### config.mk
export PLATFORM = sky130hd
export DESIGN_NAME = prt_dptx_scrm
export DESIGN_NICKNAME = d
export VERILOG_FILES = /design/src/rtl/prt_dp_pkg.sv /design/src/rtl/prt_dptx_scrm_kmap.sv /design/src/rtl/prt_dptx_scrm.sv
export SDC_FILE = /design/constraint.sdc
export NUM_CORES = 1
export LEC_CHECK = 0
export ABC_AREA = 1
export BUFFER_PORTS_ARGS = -buffer_cell sky130_fd_sc_hd__buf_4
export CAP_MARGIN = 25
export CORE_ASPECT_RATIO = 1.25
export CORE_MARGIN = 2
export CORE_UTILIZATION = 60
export CTS_BUF_LIST = sky130_fd_sc_hd__clkbuf_4 sky130_fd_sc_hd__clkbuf_8
export DETAILED_ROUTE_END_ITERATION = 6
export PLACE_DENSITY = 0.87
export SLEW_MARGIN = 20
export SYNTH_ARGS = -nofsm -noshare
export SYNTH_HDL_FRONTEND = slang
export SYNTH_SLANG_ARGS = --single-unit
### constraint.sdc
create_clock -name CLK_IN -period 2.7 [get_ports CLK_IN]
set_clock_uncertainty 0.05 [all_clocks]
set_input_delay 0.135 -clock CLK_IN [delete_from_list [all_inputs] [get_ports CLK_IN]]
set_output_delay 0.135 -clock CLK_IN [all_outputs]
set_load 0.01 [all_outputs]
### src/rtl/prt_dp_pkg.sv
// Shared DisplayPort link-layer constants and the scrambler LFSR step.
// PRT_DPTX_SCRM_SHORT_SR_EN shortens the SR interval from 512 to 8 BS.
package prt_dp_pkg;

    localparam logic [7:0] P_SYM_K28_5 = 8'hBC;  // BS (SST) / SR (MST)
    localparam logic [7:0] P_SYM_K28_0 = 8'h1C;  // SR (SST)
    localparam logic [7:0] P_SYM_K23_7 = 8'hF7;
    localparam logic [7:0] P_SYM_K27_7 = 8'hFB;
    localparam logic [7:0] P_SYM_K28_2 = 8'h5C;
    localparam logic [7:0] P_SYM_K28_3 = 8'h7C;
    localparam logic [7:0] P_SYM_K28_6 = 8'hDC;
    localparam logic [7:0] P_SYM_K29_7 = 8'hFD;
    localparam logic [7:0] P_SYM_K30_7 = 8'hFE;

    localparam logic [7:0] P_KSYM_TBL [8] = '{
        P_SYM_K23_7, P_SYM_K27_7, P_SYM_K28_0, P_SYM_K28_2,
        P_SYM_K28_3, P_SYM_K28_6, P_SYM_K29_7, P_SYM_K30_7
    };

    localparam logic [15:0] P_LFSR_SEED = 16'hFFFF;

    // SR interval is 2**width BS; the counter wraps naturally.
    localparam int unsigned P_SR_CNT_W_SIM = 3;
`ifdef PRT_DPTX_SCRM_SHORT_SR_EN
    localparam int unsigned P_SR_CNT_W = P_SR_CNT_W_SIM;
`else
    localparam int unsigned P_SR_CNT_W = 9;
`endif

    // Eight serial shifts of the Galois x^16+x^5+x^4+x^3+1 register.
    function automatic logic [15:0] calc_lfsr(input logic [15:0] s);
        logic [15:0] r;
        r = s;
        for (int unsigned n = 0; n < 8; n++) begin
            r = {r[14:5], r[4] ^ r[15], r[3] ^ r[15], r[2] ^ r[15], r[1:0], r[15]};
        end
        return r;
    endfunction

    // Data key: symbol bit j is XORed with LFSR bit 15-j.
    function automatic logic [7:0] calc_scr_mask(input logic [15:0] l);
        logic [7:0] m;
        for (int unsigned j = 0; j < 8; j++) begin
            m[j] = l[15 - j];
        end
        return m;
    endfunction

endpackage

### src/rtl/prt_dptx_scrm_kmap.sv
// K-code remap: table lookup, index XOR key, table readback. Pure combinational.
module prt_dptx_scrm_kmap
    import prt_dp_pkg::*;
(
    input  logic [7:0] SYM_IN,
    input  logic [2:0] KEY_IN,
    output logic [7:0] SYM_OUT,
    output logic       HIT_OUT
);

    logic [2:0] idx;
    logic       hit;

    always_comb begin
        idx = '0;
        hit = 1'b0;
        for (int unsigned n = 0; n < 8; n++) begin
            if (SYM_IN == P_KSYM_TBL[n]) begin
                hit = 1'b1;
                idx = 3'(n);
            end
        end
        SYM_OUT = hit ? P_KSYM_TBL[idx ^ KEY_IN] : SYM_IN;
        HIT_OUT = hit;
    end

endmodule

### src/rtl/prt_dptx_scrm.sv
// DP TX link-layer scrambler: SR insertion (SST), data LFSR scrambling, K remap (MST).
// PRT_DPTX_SCRM_SHORT_SR_EN (or P_SIM != 0) selects the 8-BS SR interval.
module prt_dptx_scrm
    import prt_dp_pkg::*;
#(
    parameter int P_SIM = 0,
    parameter int P_SPL = 2
)
(
    input  logic                 RST_IN,
    input  logic                 CLK_IN,
    input  logic                 CTL_EN_IN,
    input  logic                 CTL_MST_IN,
    input  logic [P_SPL-1:0]     LNK_K_IN,
    input  logic [P_SPL*8-1:0]   LNK_DAT_IN,
    output logic [P_SPL-1:0]     LNK_K_OUT,
    output logic [P_SPL*8-1:0]   LNK_DAT_OUT,
    output logic                 SR_STB_OUT
);

    localparam int unsigned CNT_W = (P_SIM != 0) ? P_SR_CNT_W_SIM : P_SR_CNT_W;

    logic                     en_r;
    logic                     mst_r;
    logic                     sr_r;
    logic [15:0]              lfsr_r;
    logic [CNT_W-1:0]         cnt_r;
    logic [P_SPL-1:0]         k_r;
    logic [P_SPL*8-1:0]       dat_r;
    logic                     stb_r;

    logic [P_SPL-1:0][15:0]   l_chain;
    logic [P_SPL-1:0]         sr_vec;
    logic [CNT_W-1:0]         cnt_v;
    logic [CNT_W-1:0]         cnt_nxt;
    logic [15:0]              l_v;
    logic                     prev_sr;
    logic [P_SPL-1:0]         kmap_hit;
    logic [P_SPL*8-1:0]       kmap_sym;
    logic [P_SPL-1:0]         k_nxt;
    logic [P_SPL*8-1:0]       dat_nxt;

    // SR detection and LFSR chain; SR in sublane i-1 reseeds sublane i.
    always_comb begin
        l_chain = '0;
        sr_vec  = '0;
        cnt_v   = cnt_r;
        l_v     = lfsr_r;
        prev_sr = sr_r;
        for (int unsigned i = 0; i < P_SPL; i++) begin
            l_v        = prev_sr ? P_LFSR_SEED : calc_lfsr(l_v);
            l_chain[i] = l_v;
            if (en_r && LNK_K_IN[i] && LNK_DAT_IN[8*i +: 8] == P_SYM_K28_5) begin
                if (mst_r) begin
                    sr_vec[i] = 1'b1;
                end else begin
                    sr_vec[i] = (cnt_v == '0);
                    cnt_v     = cnt_v + CNT_W'(1);
                end
            end
            prev_sr = sr_vec[i];
        end
        cnt_nxt = (!en_r || mst_r || (CTL_MST_IN != mst_r)) ? '0 : cnt_v;
    end

    for (genvar g = 0; g < P_SPL; g++) begin : g_kmap
        prt_dptx_scrm_kmap u_kmap (
            .SYM_IN  (LNK_DAT_IN[8*g +: 8]),
            .KEY_IN  ({l_chain[g][13], l_chain[g][14], l_chain[g][15]}),
            .SYM_OUT (kmap_sym[8*g +: 8]),
            .HIT_OUT (kmap_hit[g])
        );
    end

    always_comb begin
        k_nxt   = LNK_K_IN;
        dat_nxt = LNK_DAT_IN;
        for (int unsigned i = 0; i < P_SPL; i++) begin
            if (en_r) begin
                if (!LNK_K_IN[i]) begin
                    dat_nxt[8*i +: 8] = LNK_DAT_IN[8*i +: 8] ^ calc_scr_mask(l_chain[i]);
                end else if (!mst_r && sr_vec[i]) begin
                    dat_nxt[8*i +: 8] = P_SYM_K28_0;
                end else if (mst_r && kmap_hit[i]) begin
                    dat_nxt[8*i +: 8] = kmap_sym[8*i +: 8];
                end
            end
        end
    end

    always_ff @(posedge CLK_IN or posedge RST_IN) begin
        if (RST_IN) begin
            en_r   <= 1'b0;
            mst_r  <= 1'b0;
            sr_r   <= 1'b0;
            lfsr_r <= P_LFSR_SEED;
            cnt_r  <= '0;
            k_r    <= '0;
            dat_r  <= '0;
            stb_r  <= 1'b0;
        end else begin
            en_r   <= CTL_EN_IN;
            mst_r  <= CTL_MST_IN;
            sr_r   <= sr_vec[P_SPL-1];
            lfsr_r <= l_chain[P_SPL-1];
            cnt_r  <= cnt_nxt;
            k_r    <= k_nxt;
            dat_r  <= dat_nxt;
            stb_r  <= |sr_vec;
        end
    end

    assign LNK_K_OUT   = k_r;
    assign LNK_DAT_OUT = dat_r;
    assign SR_STB_OUT  = stb_r;

endmodule

Yosys cells after proc, flatten, opt, wreduce, memory -nomap -nowiden
Memory sizes are Yosys's and may differ from the RTL's.
Index checks and enable logic that the tools add are counted.
{"block": "word_totals", "register_bits": 47, "romBits": 128, "in_bits": 22, "output_inout_bits": 19, "elab_cells": 157, "n_memories": 2}
{"memory": "(name not given)", "depth": 8, "width": 8, "read_ports": 1, "rd_clocked_by_memory_dff": 0, "write_ports": 0, "line": "prt_dptx_scrm_kmap.sv:23", "rtl": "SYM_OUT = hit ? P_KSYM_TBL[idx ^ KEY_IN] : SYM_IN;"}
{"memory": "(name not given)", "depth": 8, "width": 8, "read_ports": 1, "rd_clocked_by_memory_dff": 0, "write_ports": 0, "line": "prt_dptx_scrm_kmap.sv:23"}
{"block": "op_classes", "add_sub_neg": 2, "n_lt_le_gt_ge": 2, "n_eq_ne": 19, "n_mux": 55, "n_bitwise": 54, "n_reduce_logical": 15}
{"cell": "2-to-1 mux 8 bit", "count": 14}
{"cell": "== test 8 bit (second input constant)", "count": 12}
{"cell": "XOR 1 bit", "count": 48}
{"cell": "2-to-1 mux 9 bit", "count": 5}
{"cell": "== test 8 x 7 -> 1 bit (second input constant)", "count": 4}
{"cell": "2-to-1 mux 16 bit", "count": 2}
{"cell": "2-to-1 mux 3 bit", "count": 8}
{"cell": "2-to-1 mux 1 bit", "count": 22}
{"cell": "adder 9 x 1 -> 9 bit (second input constant)", "count": 2}
{"cell": "zero test 9 bit", "count": 2}
{"cell": "== test 8 x 5 -> 1 bit (second input constant)", "count": 2}
{"cell": "XOR 8 bit", "count": 2}
{"cell": "greater-or-equal comparator 4 bit (second input constant)", "count": 2}
{"cell": "logical AND 1 bit", "count": 8}
{"cell": "2-to-1 mux 2 bit", "count": 4}
{"cell": "NOT 3 -> 4 bit", "count": 2}
{"cell": "XOR 3 bit", "count": 2}
{"cell": "zero test 1 bit", "count": 2}
{"cell": "logical OR 1 bit", "count": 2}
{"cell": "OR reduction 2 bit", "count": 1}
{"cell": "!= test 1 bit", "count": 1}

Logic depth before layout (Yosys ltp)
{"block": "depth", "word_depth": 18, "ltp_mapped": 16, "ltp_nobuf": 16}

Modules after synthesis
A second synthesis with hierarchy kept.
{"block": "hier_totals", "cells_unflattened": 675, "area_unflattened_um2": 4389.2}
{"module": "prt_dptx_scrm", "n_inst": 1, "cells_each": 496, "area_per_inst_um2": 3465.8, "seq_area_each_um2": 1196.1}
{"module": "prt_dptx_scrm_kmap at g_kmap[0].u_kmap", "n_inst": 1, "cells_each": 89, "area_per_inst_um2": 478.0, "seq_area_each_um2": 0.0}
{"module": "prt_dptx_scrm_kmap at g_kmap[1].u_kmap", "n_inst": 1, "cells_each": 90, "area_per_inst_um2": 445.4, "seq_area_each_um2": 0.0}

Worst setup path before layout
OpenSTA, ideal clock, no wires.
{"block": "synth_timing", "kind": "register to register", "from": "register en_r", "to": "register cnt_r[6]", "setup_time_ps": 119, "arrival_ps": 1797, "required_time_ps": 2531, "slack_ps": 734, "path_stages_with_launch": 17, "n_path_buf": 1, "period_less_slack_ps": 1966, "path_cell_list": "dfrtp_1 buf_4 nand2_2 inv_1 nand2_2 nor2_4 nand2_2 xor2_2 inv_2 ha_1 inv_1 nor2_1 nand3_1 nor2_1 nand3_1 nand2_1 nor2_1"}
{"block": "synth_between", "elab_chain_len": 7, "word_cells_on_any_way": 12, "cone_classes": "add/sub (1); mux (4); reduce/logical (7)"}
{"element": "from (decl)", "line": "prt_dptx_scrm.sv:23", "rtl": "logic en_r;"}
{"element": "from (signal assigned)", "line": "prt_dptx_scrm.sv:93", "rtl": "en_r <= 1'b0;"}
{"element": "from (signal assigned)", "line": "prt_dptx_scrm.sv:102", "rtl": "en_r <= CTL_EN_IN;"}
{"element": "logical AND 1 bit (2 in series)", "line": "prt_dptx_scrm.sv:53", "rtl": "if (en_r && LNK_K_IN[i] && LNK_DAT_IN[8*i +: 8] == P_SYM_K28_5) begin"}
{"element": "2-to-1 mux 9 bit", "line": "prt_dptx_scrm.sv:53"}
{"element": "adder 9 x 1 -> 9 bit", "line": "prt_dptx_scrm.sv:58", "rtl": "cnt_v = cnt_v + CNT_W'(1);"}
{"element": "2-to-1 mux 9 bit", "line": "prt_dptx_scrm.sv:54", "rtl": "if (mst_r) begin"}
{"element": "2-to-1 mux 9 bit", "line": "prt_dptx_scrm.sv:53"}
{"element": "2-to-1 mux 9 bit (*)", "line": "prt_dptx_scrm.sv:63", "rtl": "cnt_nxt = (!en_r || mst_r || (CTL_MST_IN != mst_r)) ? '0 : cnt_v;"}
{"element": "named net cnt_nxt[6]", "line": "prt_dptx_scrm.sv:35", "rtl": "logic [CNT_W-1:0] cnt_nxt;"}
{"element": "to (signal assigned)", "line": "prt_dptx_scrm.sv:106", "rtl": "cnt_r <= cnt_nxt;"}
{"element": "to (decl)", "line": "prt_dptx_scrm.sv:27", "rtl": "logic [CNT_W-1:0] cnt_r;"}
The timed path passes the listed nets; every way through them passes the cells marked *.

Worst setup path after layout
{"block": "layout_timing", "from": "register mst_r", "to": "register dat_r[9] (netlist: LNK_DAT_OUT[9])"}
{"block": "layout_between", "elab_chain_len": 13, "word_cells_on_any_way": 22, "cone_classes": "mux (14); bitwise (3); reduce/logical (4); memory (1)"}
{"element": "from (decl)", "line": "prt_dptx_scrm.sv:24", "rtl": "logic mst_r;"}
{"element": "from (signal assigned)", "line": "prt_dptx_scrm.sv:94", "rtl": "mst_r <= 1'b0;"}
{"element": "from (signal assigned)", "line": "prt_dptx_scrm.sv:103", "rtl": "mst_r <= CTL_MST_IN;"}
{"element": "2-to-1 mux 1 bit", "line": "prt_dptx_scrm.sv:54"}
{"element": "2-to-1 mux 1 bit", "line": "prt_dptx_scrm.sv:53"}
{"element": "2-to-1 mux 16 bit", "line": "prt_dptx_scrm.sv:51", "rtl": "l_v = prev_sr ? P_LFSR_SEED : calc_lfsr(l_v);"}
{"element": "XOR 3 bit", "line": "prt_dptx_scrm_kmap.sv:23"}
{"element": "NOT 3 -> 4 bit (not written as such)", "line": "prt_dptx_scrm_kmap.sv:23"}
{"element": "memory read (8 x 8 bit)"}
{"element": "2-to-1 mux 8 bit (not written as such) (2 in series)", "line": "prt_dptx_scrm_kmap.sv:23"}
{"element": "2-to-1 mux 8 bit", "line": "prt_dptx_scrm_kmap.sv:23"}
{"element": "2-to-1 mux 8 bit", "line": "prt_dptx_scrm.sv:84", "rtl": "end else if (mst_r && kmap_hit[i]) begin"}
{"element": "2-to-1 mux 8 bit", "line": "prt_dptx_scrm.sv:82", "rtl": "end else if (!mst_r && sr_vec[i]) begin"}
{"element": "2-to-1 mux 8 bit (*)", "line": "prt_dptx_scrm.sv:80", "rtl": "if (!LNK_K_IN[i]) begin"}
{"element": "2-to-1 mux 8 bit (*)", "line": "prt_dptx_scrm.sv:79", "rtl": "if (en_r) begin"}
{"element": "named net dat_nxt[9]", "line": "prt_dptx_scrm.sv:41", "rtl": "logic [P_SPL*8-1:0] dat_nxt;"}
{"element": "to (signal assigned)", "line": "prt_dptx_scrm.sv:108", "rtl": "dat_r <= dat_nxt;"}
{"element": "to (decl)", "line": "prt_dptx_scrm.sv:29", "rtl": "logic [P_SPL*8-1:0] dat_r;"}
The timed path passes the listed nets; every way through them passes the cells marked *. The select of a mux whose other input is x is not followed.

==> flow_summary.yaml <==
critical_path:
  arrival_ns: 2.49
  r2r_slack_ns: 0.39
  cp-start-kind: "register"
  critPathCaptureType: "register"
  critical_path.max_fanout: 18
  reg2regPathDepth: 11
  cp.required_ns: 2.88
  critPathKind: "reg2reg"
floorplan:
  rows: 33
  die_h_um: 96.7
  core_um2: 6610
  initial_core_util_pct: 62.4
  io_pins: 41
  fp.dieW_um: 78.1
  die_area_um2: 7550
sta:
  period_needed_ns: 2.31
  finalSetupViolations: 0
  fin_tns_setup_ns: 0
  layout_setup_ws_ns: 0.390
  worst_pin_slew_ns: 0.842
  hold_viol_final: 0
  slew_viol_final: 0
  rsz0062_at_grt: "false"
  fmax_ghz: 0.433
  final.period_utilization_pct: 85.6
  maxSlewHeadroom_pct: 43.8
layout:
  area_delta_synth_final_pct: 11.9
  antenna_cells: 0
  nets: 712
  drive_gt1_share_pct: 17.6
  post-route-util_pct: 69.8
  filler_cell_count: 591
clock_tree:
  cts_max_path_buffers: 2
  insertion_delay_ns: 0.30
  cts_max_level: 2
  clk_pin_slew_ns: 0.09
  cts_root_buffer: "clkbuf_8"
  cts_tree: "done"
  post_cts_buffers: 0
  cts_buffers: 5
  cts.sink_count: 47
routing:
  detail_route.wl_per_cell_um: 13.8
  ant_nets: 0
  vias_per_cell: 5.40
  drt-pass1-iter-count: 6
  drtIter0Drc: 356
  drcViolationCount: 0
  wl_um: 10600
  vias: 4179
placement:
  post-place-ws_ns: 0.482
  dp_hpwl_um: 8240
  globalplace.congestion: 0.951
  port_buffers: 40
global_route:
  grt_first_pass_wirelength_um: 18000
  grt_pass1_vias: 3882
  grt_antenna_before_repair: 0
  grt_max_degree: 48
  overflow: 0
  track_usage_pct: 29.3
min_path:
  worstHoldPathType: "in2reg"
  holdPathStages: 3
run:
  cap_violations: 0
yosys:
  synthArstFlopShare_pct: 100
  yosysWarnings: 0
  ys_ff_latch: 47
  synth_top_area_cell: "dfrtp_1"
  synth-edff-count: 0
  ys_types: 37
  yosys-top-cells-count: "196 x nand2_1, 86 x inv_1, 67 x nor2_1"
  synth_ff_type: "dfrtp_1"
  synth_top_area_share_pct: 18.8
  synth_most_common_cell: "nand2_1"
  ys_seq_area_share_pct: 29.0
  syn_area_per_cell_um2: 6.37
  netlist_top_cells_area: "dfrtp_1 19%, nand2_1 18%, dfstp_2 10%"
  syn-num-nets: 673
  syn_area_um2: 4120
  syn_inst: 647
outcome:
  status: "finished clean"
pwr:
  power_density_nw_per_um2: 1080
  p_leak_uw: 0.00246
  vdd_ir_drop_max_mv: 0.658
metrics by stage:
step	hold WS [ns]	area (um^2)	total power, uW	instances
2_1_floorplan	0.116	4120	3760	647
3_3_place_gp	0.209	4470	4310	761
3_5_place_dp	0.201	4470	4440	761
4_1_cts	0.0292	4600	4920	773
5_1_grt	0.0407	4610	5400	774
6_report	0.0333	4610	4970	774
worst paths after layout:
| check | from | to |
|---|---|---|
| min | LNK_DAT_IN[2] | LNK_DAT_OUT[2]$_DFF_PP0_ |
| max | mst_r$_DFF_PP0_ | LNK_DAT_OUT[9]$_DFF_PP0_ |
| min in group asynchronous | RST_IN | LNK_K_OUT[1]$_DFF_PP0_ |
| min reg2reg | sr_r$_DFF_PP0_ | lfsr_r[1]$_DFF_PP1_ |
| max reg2reg | mst_r$_DFF_PP0_ | LNK_DAT_OUT[9]$_DFF_PP0_ |
| max in group asynchronous | RST_IN | LNK_DAT_OUT[2]$_DFF_PP0_ |
where the power goes:
part	internal (uW)	leakage (uW)	total, uW	switching [uW]
Combinational	1230	0.00186	3230	2000
Sequential	1060	0.000553	1270	219
Clock	217	0.0000517	467	250
registers in the layout, indices dropped and copies added, names as in the netlist:
signal       cells
sr_r             1
lfsr_r          16
en_r             1
cnt_r            9
SR_STB_OUT       1
LNK_DAT_OUT     16
LNK_K_OUT        2
mst_r            1
worst max-delay path, stage by stage, from the launching register on:
cell and delay (ns):
dfrtp_1 0.52, inv_1 0.40, nand2_1 0.21, nand2_4 0.25
nand3_1 0.18, nand2_4 0.16, nand2_1 0.07, nand2_1 0.05
nand2_1 0.05, nand2_1 0.06, nand3_1 0.09, a21oi_1 0.15
area by class of cell:
type                            instances  area [um^2]  share of cell area, %
Multi-Input combinational cell        488         2470                   53.6
Sequential cell                        47         1200                   25.9
Timing Repair Buffer                   49          380                   8.25
Inverter                               95          358                   7.76
Tap cell                               87          109                   2.36
Clock buffer                            7         90.1                   1.95
Clock inverter                          1         5.00                  0.108
routing by layer:
metal  track usage (%)  wire length [um]  vias up
met5                 0                 0        -
met4              7.29               227        0
met3              3.82               620       22
met2              50.5              5230      134
met1              38.9              4570     1916
li1                  -                 -     2107
layout by cell type, fill, tap and decap left out, drive strengths merged, types with 6 or more instances in the layout:
cell and n:
xor2 14, nor2 80, nor3 6, xnor2 19
inv 93, nand4 21, dfrtp 31, dfstp 16
nand2 214, a21oi 36, nand3 53, o21ai 31
clkbuf 7, buf 44
timing repair:
item	in CTS	in global routing
gates resized for setup	0	0
hold buffers	4	1
endpoints found under the hold margin	4	21
endpoints found under the setup margin	0	0
cell families after synthesis:
family | after synthesis | share of synthesized area [%]
AOI/OAI and AO/OA | 71 | 9.08
buffers and inverters | 112 | 10.9
adders and majority gates | 4 | 1.21
xor gates and xnor gates | 33 | 7.38
and+or+nand+nor | 380 | 42.4
DFF | 47 | 29.0
Note: power is estimated with default switching activity, not from simulation.
